===== config.mk =====
export PLATFORM = sky130hd
export DESIGN_NAME = pipe_rca_flat
export DESIGN_NICKNAME = d
export VERILOG_FILES = /design/src/rtl/pipe_rca_if.sv /design/src/rtl/pipe_rca.sv /design/src/flat_wrapper.sv
export SDC_FILE = /design/constraint.sdc
export NUM_CORES = 1
export LEC_CHECK = 0
export CORE_ASPECT_RATIO = 0.7
export CORE_MARGIN = 4
export CORE_UTILIZATION = 49
export DETAILED_ROUTE_END_ITERATION = 12
export PLACE_DENSITY = 0.78
export SETUP_SLACK_MARGIN = 0.2
export SLEW_MARGIN = 40
export SYNTH_ARGS = -nofsm -noshare
export SYNTH_HDL_FRONTEND = slang
export SYNTH_SLANG_ARGS = --single-unit

===== constraint.sdc =====
create_clock -name clk -period 1.8 [get_ports clk]
set_input_delay 0.36 -clock clk [delete_from_list [all_inputs] [get_ports clk]]
set_output_delay 0.36 -clock clk [all_outputs]
set_load 0.01 [all_outputs]

===== src/rtl/pipe_rca_if.sv =====
// pipe_rca_if: operand/result handshake bundle for the pipelined adder.
// slave is the adder side, master is the producer/consumer side.
interface pipe_rca_if #(
  parameter int WIDTH = 16
);
  logic             in_valid;
  logic             in_ready;
  logic [WIDTH-1:0] a;
  logic [WIDTH-1:0] b;
  logic             cin;
  logic             out_valid;
  logic             out_ready;
  logic [WIDTH-1:0] sum;
  logic             cout;
  logic             ovf;

  modport master (
    output in_valid, a, b, cin, out_ready,
    input  in_ready, out_valid, sum, cout, ovf
  );

  modport slave (
    input  in_valid, a, b, cin, out_ready,
    output in_ready, out_valid, sum, cout, ovf
  );
endinterface


===== src/rtl/pipe_rca.sv =====
// pipe_rca: pipelined signed ripple-carry adder, SEG_W bits rippled per stage.
// Each stage carries forward only the operand bits still to be added and the
// sum bits produced so far. One global stall freezes every stage while the
// output is held. Optional saturation on signed overflow: PIPE_RCA_SAT_EN.
module pipe_rca #(
  parameter int WIDTH = 16,
  parameter int SEG_W = 4
) (
  input logic       clk,
  input logic       rst_n,
  pipe_rca_if.slave bus
);
  localparam int NSEG = WIDTH / SEG_W;

  logic advance;

  // The whole pipe moves unless a finished result is waiting on the consumer.
  assign advance      = !bus.out_valid || bus.out_ready;
  assign bus.in_ready = advance;

  genvar gi;
  for (gi = 0; gi < NSEG; gi++) begin : g_stage
    localparam int LO = gi * SEG_W;
    localparam int HI = (gi + 1) * SEG_W;

    logic [SEG_W-1:0] a_seg;
    logic [SEG_W-1:0] b_seg;
    logic             c_in;
    logic             v_in;
    logic [SEG_W:0]   seg_add;
    logic [HI-1:0]    sum_raw;
    logic [HI-1:0]    sum_d;
    logic [HI-1:0]    sum_q;
    logic             valid_q;
    logic             carry_q;

    // Stage inputs come from the bus for stage 0, otherwise from the previous stage.
    if (gi == 0) begin : g_src
      assign a_seg   = bus.a[SEG_W-1:0];
      assign b_seg   = bus.b[SEG_W-1:0];
      assign c_in    = bus.cin;
      assign v_in    = bus.in_valid;
      assign sum_raw = seg_add[SEG_W-1:0];
    end else begin : g_src
      assign a_seg   = g_stage[gi-1].g_fwd.opa_q[SEG_W-1:0];
      assign b_seg   = g_stage[gi-1].g_fwd.opb_q[SEG_W-1:0];
      assign c_in    = g_stage[gi-1].carry_q;
      assign v_in    = g_stage[gi-1].valid_q;
      assign sum_raw = {seg_add[SEG_W-1:0], g_stage[gi-1].sum_q};
    end

    assign seg_add = {1'b0, a_seg} + {1'b0, b_seg} + {{SEG_W{1'b0}}, c_in};

    // Shift the token every advance; data only follows a valid token.
    always_ff @(posedge clk or negedge rst_n) begin
      if (!rst_n) begin
        valid_q <= 1'b0;
        sum_q   <= '0;
        carry_q <= 1'b0;
      end else if (advance) begin
        valid_q <= v_in;
        if (v_in) begin
          sum_q   <= sum_d;
          carry_q <= seg_add[SEG_W];
        end
      end
    end

    if (gi < NSEG - 1) begin : g_fwd
      logic [WIDTH-HI-1:0] opa_d;
      logic [WIDTH-HI-1:0] opb_d;
      logic [WIDTH-HI-1:0] opa_q;
      logic [WIDTH-HI-1:0] opb_q;

      if (gi == 0) begin : g_op
        assign opa_d = bus.a[WIDTH-1:HI];
        assign opb_d = bus.b[WIDTH-1:HI];
      end else begin : g_op
        assign opa_d = g_stage[gi-1].g_fwd.opa_q[WIDTH-LO-1:SEG_W];
        assign opb_d = g_stage[gi-1].g_fwd.opb_q[WIDTH-LO-1:SEG_W];
      end

      assign sum_d = sum_raw;

      // Carry the not-yet-added upper operand bits down the pipe.
      always_ff @(posedge clk or negedge rst_n) begin
        if (!rst_n) begin
          opa_q <= '0;
          opb_q <= '0;
        end else if (advance && v_in) begin
          opa_q <= opa_d;
          opb_q <= opb_d;
        end
      end
    end else begin : g_last
      logic ovf_d;
      logic ovf_q;

      // Carry into the MSB is recovered as a^b^s of the MSB column.
      assign ovf_d = a_seg[SEG_W-1] ^ b_seg[SEG_W-1] ^ seg_add[SEG_W-1] ^ seg_add[SEG_W];

`ifdef PIPE_RCA_SAT_EN
      // Clamp toward the operands' common sign on overflow.
      always_comb begin
        sum_d = sum_raw;
        if (ovf_d) begin
          sum_d = a_seg[SEG_W-1] ? {1'b1, {(WIDTH-1){1'b0}}} : {1'b0, {(WIDTH-1){1'b1}}};
        end
      end
`else
      assign sum_d = sum_raw;
`endif

      // Overflow flag is registered alongside the final sum.
      always_ff @(posedge clk or negedge rst_n) begin
        if (!rst_n) begin
          ovf_q <= 1'b0;
        end else if (advance && v_in) begin
          ovf_q <= ovf_d;
        end
      end
    end
  end

  assign bus.out_valid = g_stage[NSEG-1].valid_q;
  assign bus.sum       = g_stage[NSEG-1].sum_q;
  assign bus.cout      = g_stage[NSEG-1].carry_q;
  assign bus.ovf       = g_stage[NSEG-1].g_last.ovf_q;
endmodule


===== src/flat_wrapper.sv =====
// flat-port wrapper written by rule: the top's interface ports become plain ports
module pipe_rca_flat 
#(
  parameter int WIDTH = 16,
  parameter int SEG_W = 4
)
  (clk, rst_n, bus_in_valid, bus_a, bus_b, bus_cin, bus_out_ready, bus_in_ready, bus_out_valid, bus_sum, bus_cout, bus_ovf);
  pipe_rca_if #(.WIDTH(WIDTH)) bus_i ();
  input logic clk;
  input logic rst_n;
  input wire logic [$bits(bus_i.in_valid)-1:0] bus_in_valid;
  input wire logic [$bits(bus_i.a)-1:0] bus_a;
  input wire logic [$bits(bus_i.b)-1:0] bus_b;
  input wire logic [$bits(bus_i.cin)-1:0] bus_cin;
  input wire logic [$bits(bus_i.out_ready)-1:0] bus_out_ready;
  output wire logic [$bits(bus_i.in_ready)-1:0] bus_in_ready;
  output wire logic [$bits(bus_i.out_valid)-1:0] bus_out_valid;
  output wire logic [$bits(bus_i.sum)-1:0] bus_sum;
  output wire logic [$bits(bus_i.cout)-1:0] bus_cout;
  output wire logic [$bits(bus_i.ovf)-1:0] bus_ovf;
  assign bus_i.in_valid = bus_in_valid;
  assign bus_i.a = bus_a;
  assign bus_i.b = bus_b;
  assign bus_i.cin = bus_cin;
  assign bus_i.out_ready = bus_out_ready;
  assign bus_in_ready = bus_i.in_ready;
  assign bus_out_valid = bus_i.out_valid;
  assign bus_sum = bus_i.sum;
  assign bus_cout = bus_i.cout;
  assign bus_ovf = bus_i.ovf;
  pipe_rca #(.WIDTH(WIDTH), .SEG_W(SEG_W)) u_core (.clk(clk), .rst_n(rst_n), .bus(bus_i));
endmodule

==> reports/results.md, run 1 <==
- 58.3% — area share of the leading cell type in the synthesized netlist
- 14.8 um — WL/cell
- 420 — # nets final
- 1.70 ns — shortest clock period the worst path allows after layout
- 57 — I/O pin count
- 97 x dfrtp_1, 72 x mux2_2, 32 x clkdlybuf4s50_1, 22 x nand2_1, 13 x dlygate4sd2_1 — most frequent cells in the layout
- 2572 — via count of the first global-routing pass
- 69.8% — max-slew headroom at the worst pin
- 85.1 um — DIE HEIGHT
- 0 — Yosys warning total
- 65.6% — utilization after layout
- register — CP endpoint kind
- 0.00908 W — overall power of the completed layout
- 0 — post-detailed-route count of antenna-violating nets
- 27 — row count
- adder cells — kind of cell adding the most delay to the critical path
- 2 — Clock Tree Buf Depth
- 15.5% — global router's overall resource usage
- 58.3% — part of the Yosys area used for sequential elements
- 0.06 ns — Clock Pin Slew Worst Setup and Hold Paths
- 0.590 GHz — achievable frequency
- 0.398 ns — worst hold margin
- 1710 nW/um^2 — cell area power density
- 14.5 um^2 — Mapped Avg Cell Area
- dfrtp_1 58%, mux2_2 20%, fa_1 3.8% — main area contributors after synthesis
- 2368 — vias
- 4160 um^2 — Cell Area, Synth
- dfrtp_1 — Yosys top cell by area
- clkbuf_16 — root buffer cell
- 94.2% — share of the clock period used by the worst path
- 0.000874 V — highest ir drop seen on vdd
- 0 — max-cap violations
- 5040 um — hpwl dp
- reg -> reg — worst setup path category
- 6930 um — drt total wl
- true — RSZ-0062 raised after global routing
- 2 — total iterations of the first detailed-routing run
- 0.706 — routability congestion estimate
- 345 — Post-Synthesis Net Count
- 0 — combined buffer and inverter count along the critical path
- fa_2 — cell with the most instances on the worst path
- 97 — flop and latch count out of synthesis
- 88 — maximum number of pins on one net before global-route repair
- fa_2 > fa_2 > a21o_1 > a211oi_2 > a21oi_1 — cells along the critical path
- 2 — Max Fanout on Critical Path
- in -> async — class of the tightest hold or removal check
- 0 — number of setup violations in the final report
- 288 — cell count after synthesis
- 27.3% — signed area change from the synthesized netlist to the final layout
- 4950 um^2 — area after detailed placement
- 0.453 ns — pin slew with the least headroom to its limit
- 0 — count of unresolved DRC violations after routing
- 2.02 ns — Required @ worst endpoint
- 0.33 ns — insertion delay of the later-clocked pin in the worst-skew pair
- 0 — Inserted Diodes
- 118 um — Die Span X
- 51.6% — Initial Utilization
- 35.4% — fraction of layout cells with a size suffix above 1
- 97 — total clock sinks
- 2.50 nW — leakage component of the power
- 9 — Num CTS Buffers
- finished, final reports clean — result of the run
- 3 — level count of the clock H-tree
- 10100 um^2 — Die Footprint
- 0 — number of slew-limit violations in the final report
- 1.92 ns — arrival time of data at the critical path endpoint
- 0.42 ns — Slowest Stage Delay on Critical Path
- 26 — Netlist cell types
- 56 — number of I/O port buffers
- 5300 um^2 — area of all placed cells without fillers
- fa_2 — cell at the slowest stage of the critical path
- 0 — overall overflow remaining after global route
- 0 — initial antenna violation count
- 5.06 — vias per std cell
- dfrtp_1 — most common library cell in the layout ignoring fill and taps
- 48 — DR iter-0 viols
- register — kind of launch point of the worst setup path
- 8070 um^2 — area of the core
- done — clock tree from TritonCTS
- 12200 um — global-route wire length before repair
- 0 — number of failing hold endpoints at the final stage
- 0.00568 ns — worst clock skew on the final layout
==> worst paths after layout <==
check	from	endpoint	slack [ns]	cells after the start
max	u_core.g_stage[0].g_fwd.opb_q[0]	u_core.g_stage[1].carry_q	0.10	5
min	rst_n	u_core.bus.sum[14]	0.40	2
max reg2reg	u_core.g_stage[0].g_fwd.opb_q[0]	u_core.g_stage[1].carry_q	0.10	5
min reg2reg	u_core.g_stage[2].sum_q[10]	u_core.g_stage[2].sum_q[10]	0.47	2
max in group asynchronous	rst_n	u_core.g_stage[2].sum_q[9]	0.74	3
min in group clk	u_core.g_stage[2].sum_q[10]	u_core.g_stage[2].sum_q[10]	0.47	2
==> synthesized netlist by cell type <==
| cell | n |
|---|---|
| a21boi_0 | 1 |
| a21o_1 | 5 |
| dfrtp_1 | 97 |
| nor3b_1 | 1 |
| o21ai_0 | 14 |
| buf_4 | 8 |
| inv_6 | 1 |
| inv_1 | 12 |
| mux2_4 | 3 |
| nor2b_4 | 1 |
| mux2_1 | 2 |
| a211oi_1 | 1 |
| nand2_1 | 22 |
| nor2_1 | 2 |
| fa_1 | 8 |
| nand2b_1 | 2 |
| nand2_2 | 2 |
| xor2_1 | 6 |
| nor2b_1 | 1 |
| a21oi_1 | 7 |
| xnor2_1 | 2 |
| ha_1 | 12 |
| nand2_4 | 2 |
| mux2_2 | 73 |
| buf_6 | 2 |
| o31ai_1 | 1 |
==> kinds of logic (layout without fill, tap and decap cells) <==
group / after synthesis / count (layout) / synth area share, %
flip-flops: 97 / 97 / 58.3
multiplexers: 78 / 78 / 21.4
AND/OR/NAND/NOR: 33 / 33 / 3.97
AO/OA/AOI/OAI: 29 / 29 / 3.97
buffers and inverters: 23 / 102 / 3.28
adder cells (fa/ha/maj): 20 / 20 / 7.45
XOR/XNOR: 8 / 8 / 1.68
==> per-stage QoR <==
stage | TNS [ns] | instances | setup WS [ns]
2_1_floorplan | 0 | 288 | 0.133
3_3_place_gp | -3.19 | 448 | -0.246
3_5_place_dp | -4.10 | 448 | -0.265
4_1_cts | 0 | 466 | 0.0542
5_1_grt | 0 | 468 | 0.0300
6_report | 0 | 468 | 0.104
==> worst reg2reg max path, cell delays in order (launching register included) <==
cell      delay, ns
dfrtp_1        0.40
fa_2           0.42
fa_2           0.36
a21o_1         0.18
a211oi_2       0.17
a21oi_1        0.06
==> report_power, final <==
group | total (W) | switching (W) | internal [W]
clock | 0.00169 | 0.000716 | 0.000969
sequential | 0.00370 | 0.000539 | 0.00316
combinational | 0.00369 | 0.00155 | 0.00215
==> state kept, by name, indices dropped and copies added, names as in the netlist <==
signal                      flops
u_core.g_stage.g_fwd.opa_q     24
u_core.bus.out_valid            1
u_core.g_stage.sum_q           24
u_core.bus.sum                 16
u_core.bus.cout                 1
u_core.g_stage.g_fwd.opb_q     24
u_core.g_stage.valid_q          3
u_core.bus.ovf                  1
u_core.g_stage.carry_q          3
==> metal layers <==
layer,GRT usage [%],wire [um]
met5,0,0
met4,4.57,96
met3,6.00,263
met2,26.7,3540
met1,18.1,3030
==> what timing repair did <==
item | 4_1_cts | 5_1_grt
pin swaps | 9 | 11
hold buffers | 1 | 0
resized for setup | 29 | 20
setup buffers | 2 | 2
gates cloned | 0 | 0
hold endpoints to repair | 10 | 0
setup endpoints to repair | 25 | 23
==> final cells by class <==
class                   instances  area, um^2
clock buffers                  15         258
fillers                       626        2770
inverters                      13        53.8
multi-input cells             168        1660
flip-flops and latches         97        2430
well taps                     101         126
repair buffers                 74         772
(Power assumes the default switching activity.)
==> inputs of run 2 (changes only) <==
--- a/config.mk
+++ b/config.mk
@@ -7,9 +7,10 @@
 export LEC_CHECK = 0
 export CORE_ASPECT_RATIO = 0.7
 export CORE_MARGIN = 4
-export CORE_UTILIZATION = 49
+export CORE_UTILIZATION = 50
 export DETAILED_ROUTE_END_ITERATION = 12
-export PLACE_DENSITY = 0.78
+export HOLD_SLACK_MARGIN = 0.15
+export PLACE_DENSITY = 0.77
 export SETUP_SLACK_MARGIN = 0.2
 export SLEW_MARGIN = 40
 export SYNTH_ARGS = -nofsm -noshare
==> constraint.sdc (replaced) <==
create_clock -name clk -period 1.95 [get_ports clk]
set_input_delay 0.39 -clock clk [delete_from_list [all_inputs] [get_ports clk]]
set_output_delay 0.39 -clock clk [all_outputs]
set_load 0.01 [all_outputs]
==> run 2 against run 1 <==
Effect of this change: final area is 0.71% higher; total power fell by 4.2%; hold slack improved by 0.029 ns; via count grew 0.21%; clock skew shrank 0.0014 ns; fmax shrank 1.7%; critical path type unchanged; largest power group unchanged.
==> reports/results.md, run 2 (same netlist as run 1, synthesis figures left out) <==
- finished, final reports clean — result of the run
- 15.1 um — WL/cell
- 467 — fin cells
- 7970 um^2 — area of the core
- 1.95 ns — arrival time of data at the critical path endpoint
- in -> reg — class of the tightest hold or removal check
- 0 — number of setup violations in the final report
- 0.226 ns — Worst Setup Slack, final
- 2564 — via count of the first global-routing pass
- 2 — Clock Tree Buf Depth
- 0.00430 ns — worst clock skew on the final layout
- 117 um — Die Span X
- 0.23 ns — flop-to-flop setup slack
- fa_2 — cell with the most instances on the worst path
- 88.4% — share of the clock period used by the worst path
- 74.3% — max-slew headroom at the worst pin
- 0 — initial antenna violation count
- register — kind of launch point of the worst setup path
- 27 — row count
- 34.7% — fraction of layout cells with a size suffix above 1
- reg -> reg — worst setup path category
- 4950 um^2 — area after detailed placement
- 7070 um — drt total wl
- done — clock tree from TritonCTS
- 0 — count of unresolved DRC violations after routing
- clkbuf_16 — root buffer cell
- 0 — combined buffer and inverter count along the critical path
- 57 — I/O pin count
- 97 — total clock sinks
- 84.4 um — DIE HEIGHT
- adder cells — kind of cell adding the most delay to the critical path
- 2373 — vias
- 1630 nW/um^2 — cell area power density
- 5 — total iterations of the first detailed-routing run
- fa_2 — cell at the slowest stage of the critical path
- 0 — Inserted Diodes
- 1.72 ns — shortest clock period the worst path allows after layout
- 0.704 — routability congestion estimate
- 38 — maximum number of pins on one net before global-route repair
- 0.34 ns — insertion delay of the later-clocked pin in the worst-skew pair
- 0 — post-detailed-route count of antenna-violating nets
- 52.2% — Initial Utilization
- 2.17 ns — Required @ worst endpoint
- 0.42 ns — Slowest Stage Delay on Critical Path
- 5050 um — hpwl dp
- 0.06 ns — Clock Pin Slew Worst Setup and Hold Paths
- 0 — overall overflow remaining after global route
- 0 — number of failing hold endpoints at the final stage
- 418 — # nets final
- 16.1% — global router's overall resource usage
- 0 — max-cap violations
- 0.580 GHz — achievable frequency
- 97 x dfrtp_1, 73 x mux2_2, 52 x clkdlybuf4s50_1, 22 x nand2_1, 13 x o21ai_0 — most frequent cells in the layout
- 2.41 nW — leakage component of the power
- 5340 um^2 — area of all placed cells without fillers
- 9 — Num CTS Buffers
- 9880 um^2 — Die Footprint
- 2 — Max Fanout on Critical Path
- true — RSZ-0062 raised after global routing
- 28.2% — signed area change from the synthesized netlist to the final layout
- 0 — number of slew-limit violations in the final report
- 0.385 ns — pin slew with the least headroom to its limit
- 3 — level count of the clock H-tree
- fa_2 > fa_2 > a21o_1 > a211oi_2 > a21oi_1 — cells along the critical path
- 66.9% — utilization after layout
- 5.08 — vias per std cell
- dfrtp_1 — most common library cell in the layout ignoring fill and taps
- 56 — number of I/O port buffers
- 118 — DR iter-0 viols
- 447 — placed cells
- 12300 um — global-route wire length before repair
- u_core.g_stage.g_fwd.opa_q x24, u_core.g_stage.g_fwd.opb_q x24, u_core.g_stage.sum_q x24 — Largest regs
- 0.000733 V — highest ir drop seen on vdd
- register — CP endpoint kind
- 0.428 ns — worst hold margin
- -0.191 ns — post-placement worst setup slack
==> run 2: metal layers <==
layer  global-route usage [%]  wire [um]  up-vias
li1                         -          -     1137
met1                     20.3       3190     1187
met2                     26.1       3500       41
met3                     5.84        300        8
met4                     4.69         76        0
met5                        0          0        -
==> run 2: power breakdown <==
group | internal, W | switching [W] | total (W)
clock network | 0.00119 | 0.000703 | 0.00189
logic | 0.00199 | 0.00139 | 0.00338
registers | 0.00292 | 0.000509 | 0.00343
total | 0.00610 | 0.00260 | 0.00870
==> run 2: area by class of cell <==
type | instances | area [um^2]
fillers | 601 | 2640
clock inverters | 5 | 77.6
well taps | 101 | 126
repair buffers | 72 | 772
multi-input cells | 168 | 1630
flip-flops and latches | 97 | 2430
inverters | 13 | 53.8
clock buffers | 11 | 253
==> run 2: worst min-delay path, stage by stage <==
cell	delay, ns
dlymetal6s2s_1	0.13
nor2b_4	0.07
inv_6	0.07
nand2b_1	0.05
==> run 2: stage by stage <==
stage	setup TNS [ns]	power [W]
after CTS	0	0.00872
after global placement	-0.356	0.00658
after detailed placement	-1.02	0.00676
final	0	0.00870
after floorplan	0	0.00558
after global routing	0	0.00932
==> run 2: worst paths after layout <==
check,end,depth (start not counted),start
max,u_core.g_stage[1].carry_q,5,u_core.g_stage[0].carry_q
min,u_core.bus.out_valid,4,bus_out_ready
max reg2reg,u_core.g_stage[1].carry_q,5,u_core.g_stage[0].carry_q
min reg2reg,u_core.g_stage[0].sum_q[1],2,u_core.g_stage[0].sum_q[1]
max in group asynchronous,u_core.g_stage[0].sum_q[3],3,rst_n
min in group asynchronous,u_core.g_stage[1].valid_q,2,rst_n
==> run 2: repair_timing <==
item,4_1_cts,5_1_grt
pin swaps,0,7
endpoints found under the hold margin,25,0
setup endpoints to repair,5,7
resized for setup,5,11
buffers inserted,0,3
hold buffers,1,0
==> inputs of run 3 (changes only) <==
--- a/config.mk
+++ b/config.mk
@@ -7,10 +7,11 @@
 export LEC_CHECK = 0
 export CORE_ASPECT_RATIO = 0.7
 export CORE_MARGIN = 4
-export CORE_UTILIZATION = 50
+export CORE_UTILIZATION = 45
+export CTS_CLUSTER_SIZE = 24
 export DETAILED_ROUTE_END_ITERATION = 12
 export HOLD_SLACK_MARGIN = 0.15
-export PLACE_DENSITY = 0.77
+export PLACE_DENSITY = 0.71
 export SETUP_SLACK_MARGIN = 0.2
 export SLEW_MARGIN = 40
 export SYNTH_ARGS = -nofsm -noshare
==> run 3 against run 2 <==
Effect of this change: first-iteration DRC count up 13%; routed wire length is 1.2% lower; sequential power barely moved; final area is 0.77% lower; sequential share of layout area increased by 0.35 points; non-clock buffer count is 1 higher; highest routed layer unchanged; fmax is 0.77% higher; critical endpoint unchanged; count of clock-buffer cells in the layout up 3; cell count grew 5.1%.
==> reports/results.md, run 3 (same netlist as run 1, synthesis figures left out) <==
- 0.729 — routability congestion estimate
- 33.0% — fraction of layout cells with a size suffix above 1
- 40.9% — sequential fraction of design power
- 56 — number of I/O port buffers
- 19.5% — Clk network pwr share
- 46.1% — Initial Utilization
- finished, final reports clean — result of the run
- 0.584 GHz — achievable frequency
- reg -> reg — worst setup path category
- 3 — level count of the clock H-tree
- 1.93 ns — arrival time of data at the critical path endpoint
- 5300 um^2 — area of all placed cells without fillers
- 2 — Clock Tree Buf Depth
- 65.5% — max-slew headroom at the worst pin
- 97 x dfrtp_1, 73 x mux2_2, 51 x clkdlybuf4s50_1, 22 x nand2_1, 14 x o21ai_0 — most frequent cells in the layout
- 0 — number of failing hold endpoints at the final stage
- 4800 um — hpwl dp
- 0.00835 W — overall power of the completed layout
- 9030 um^2 — area of the core
- 0.43 ns — Slowest Stage Delay on Critical Path
- 4.71 — vias per std cell
- clkbuf_16 — root buffer cell
- 0.00695 ns — worst clock skew on the final layout
- 0 — count of unresolved DRC violations after routing
- 5 — worst reg2reg path depth
- true — RSZ-0062 raised after global routing
- 0 — max-cap violations
- done — clock tree from TritonCTS
- 2.39 nW — leakage component of the power
- 2314 — vias
- 0 — Inserted Diodes
- 29 — row count
- 419 — # nets final
- 1580 nW/um^2 — cell area power density
- u_core.g_stage[0].g_fwd.opb_q[0] — reg2reg start
- fa_2 > fa_2 > a21o_1 > a211oi_2 > a21oi_1 — cells along the critical path
- 0 — number of setup violations in the final report
- -0.176 ns — post-placement worst setup slack
- 0.00254 W — net switching power figure
- 27.2% — signed area change from the synthesized netlist to the final layout
- 10900 um^2 — Die Footprint
- 9 — Num CTS Buffers
- 57 — I/O pin count
- 123 um — Die Span X
- 0.518 ns — pin slew with the least headroom to its limit
- 98 — maximum number of pins on one net before global-route repair
- 0.06 ns — Clock Pin Slew Worst Setup and Hold Paths
- 30.4% — sw frac
- 14.6% — global router's overall resource usage
- 58.6% — utilization after layout
- 12000 um — global-route wire length before repair
- 39.7% — fraction of power consumed by combinational cells
- reg -> reg — class of the tightest hold or removal check
- 6980 um — drt total wl
- 97 — total clock sinks
- 2 — number of cells traversed by the worst hold path
- 87.7% — share of the clock period used by the worst path
- fa_2 — cell at the slowest stage of the critical path
- 711 — number of filler instances in the final layout
- 0.000714 V — highest ir drop seen on vdd
- 0 — overall overflow remaining after global route
- 0.239 ns — Worst Setup Slack, final
- 2 — Max Fanout on Critical Path
- 14.2 um — WL/cell
- 2.17 ns — Required @ worst endpoint
- register — CP endpoint kind
- u_core.g_stage.g_fwd.opa_q x24, u_core.g_stage.g_fwd.opb_q x24, u_core.g_stage.sum_q x24 — Largest regs
- 88.5 um — DIE HEIGHT
- 0.474 ns — worst hold margin
- 0.00581 W — internal power of the cells
- dfrtp_1 — most common library cell in the layout ignoring fill and taps
- 0.34 ns — insertion delay of the later-clocked pin in the worst-skew pair
- u_core.g_stage[0].g_fwd.opb_q[0] — CP startpoint
- fa_2 — cell with the most instances on the worst path
- u_core.bus.sum[13] — startpoint of the tightest hold check path
- 133 — DR iter-0 viols
- 0 — initial antenna violation count
- register — kind of launch point of the worst setup path
- 4 — total iterations of the first detailed-routing run
- 4960 um^2 — area after detailed placement
- 0 — post-detailed-route count of antenna-violating nets
- 0 — number of slew-limit violations in the final report
- 1.71 ns — shortest clock period the worst path allows after layout
- 2477 — via count of the first global-routing pass
## run 3: power groups by stage
| stage | combinational, W | sequential [W] | clock (W) |
|---|---|---|---|
| 6_report | 0.00332 | 0.00341 | 0.00163 |
| 5_1_grt | 0.00374 | 0.00353 | 0.00177 |
| 4_1_cts | 0.00335 | 0.00342 | 0.00168 |
| 3_5_place_dp | 0.00329 | 0.00346 | 0 |
| 3_3_place_gp | 0.00315 | 0.00342 | 0 |
| 2_1_floorplan | 0.00218 | 0.00340 | 0 |
## run 3: worst max-delay path: cells and delay by family (launching register included)
| family | cells | cell delay, ns |
|---|---|---|
| AOI/OAI and AO/OA | 3 | 0.40 |
| adders and majority gates | 2 | 0.80 |
| DFF | 1 | 0.40 |
## run 3: timing repair
action                                  in CTS  in global routing
buffers inserted                             1                  2
endpoints found under the setup margin       3                 10
gates resized for setup                      4                  8
pin swaps                                    3                  4
hold buffers                                 1                  0
endpoints found under the hold margin       97                  0
## run 3: routing by layer
metal | up-vias | wire [um] | track usage [%]
li1 | 1132 | - | -
met1 | 1138 | 3250 | 18.8
met2 | 38 | 3350 | 23.5
met3 | 6 | 311 | 5.43
met4 | 0 | 70 | 4.22
met5 | - | 0 | 0
## run 3: cell type report
class / count / area [um^2] / share of cell area [%]
clock inverter: 2 / 12.5 / 0.236
multi-input combinational: 168 / 1630 / 30.7
sequential: 97 / 2430 / 45.8
timing repair buffer: 73 / 757 / 14.3
clock buffer: 14 / 264 / 4.98
tap: 124 / 155 / 2.93
inverter: 13 / 53.8 / 1.02
## run 3: stage by stage
stage,instances,TNS (ns)
6_report,491,0
5_1_grt,491,0
4_1_cts,489,0
3_5_place_dp,471,-0.629
3_3_place_gp,471,-0.312
2_1_floorplan,288,0
## run 3: worst paths after layout
| check | slack (ns) | to |
|---|---|---|
| max reg2reg | 0.24 | u_core.g_stage[1].carry_q |
| min reg2reg | 0.47 | u_core.bus.sum[13] |
| min | 0.47 | u_core.bus.sum[13] |
| max in group asynchronous | 0.90 | u_core.g_stage[2].sum_q[10] |
| max | 0.24 | u_core.g_stage[1].carry_q |
| min in group asynchronous | 0.63 | u_core.bus.sum[0] |
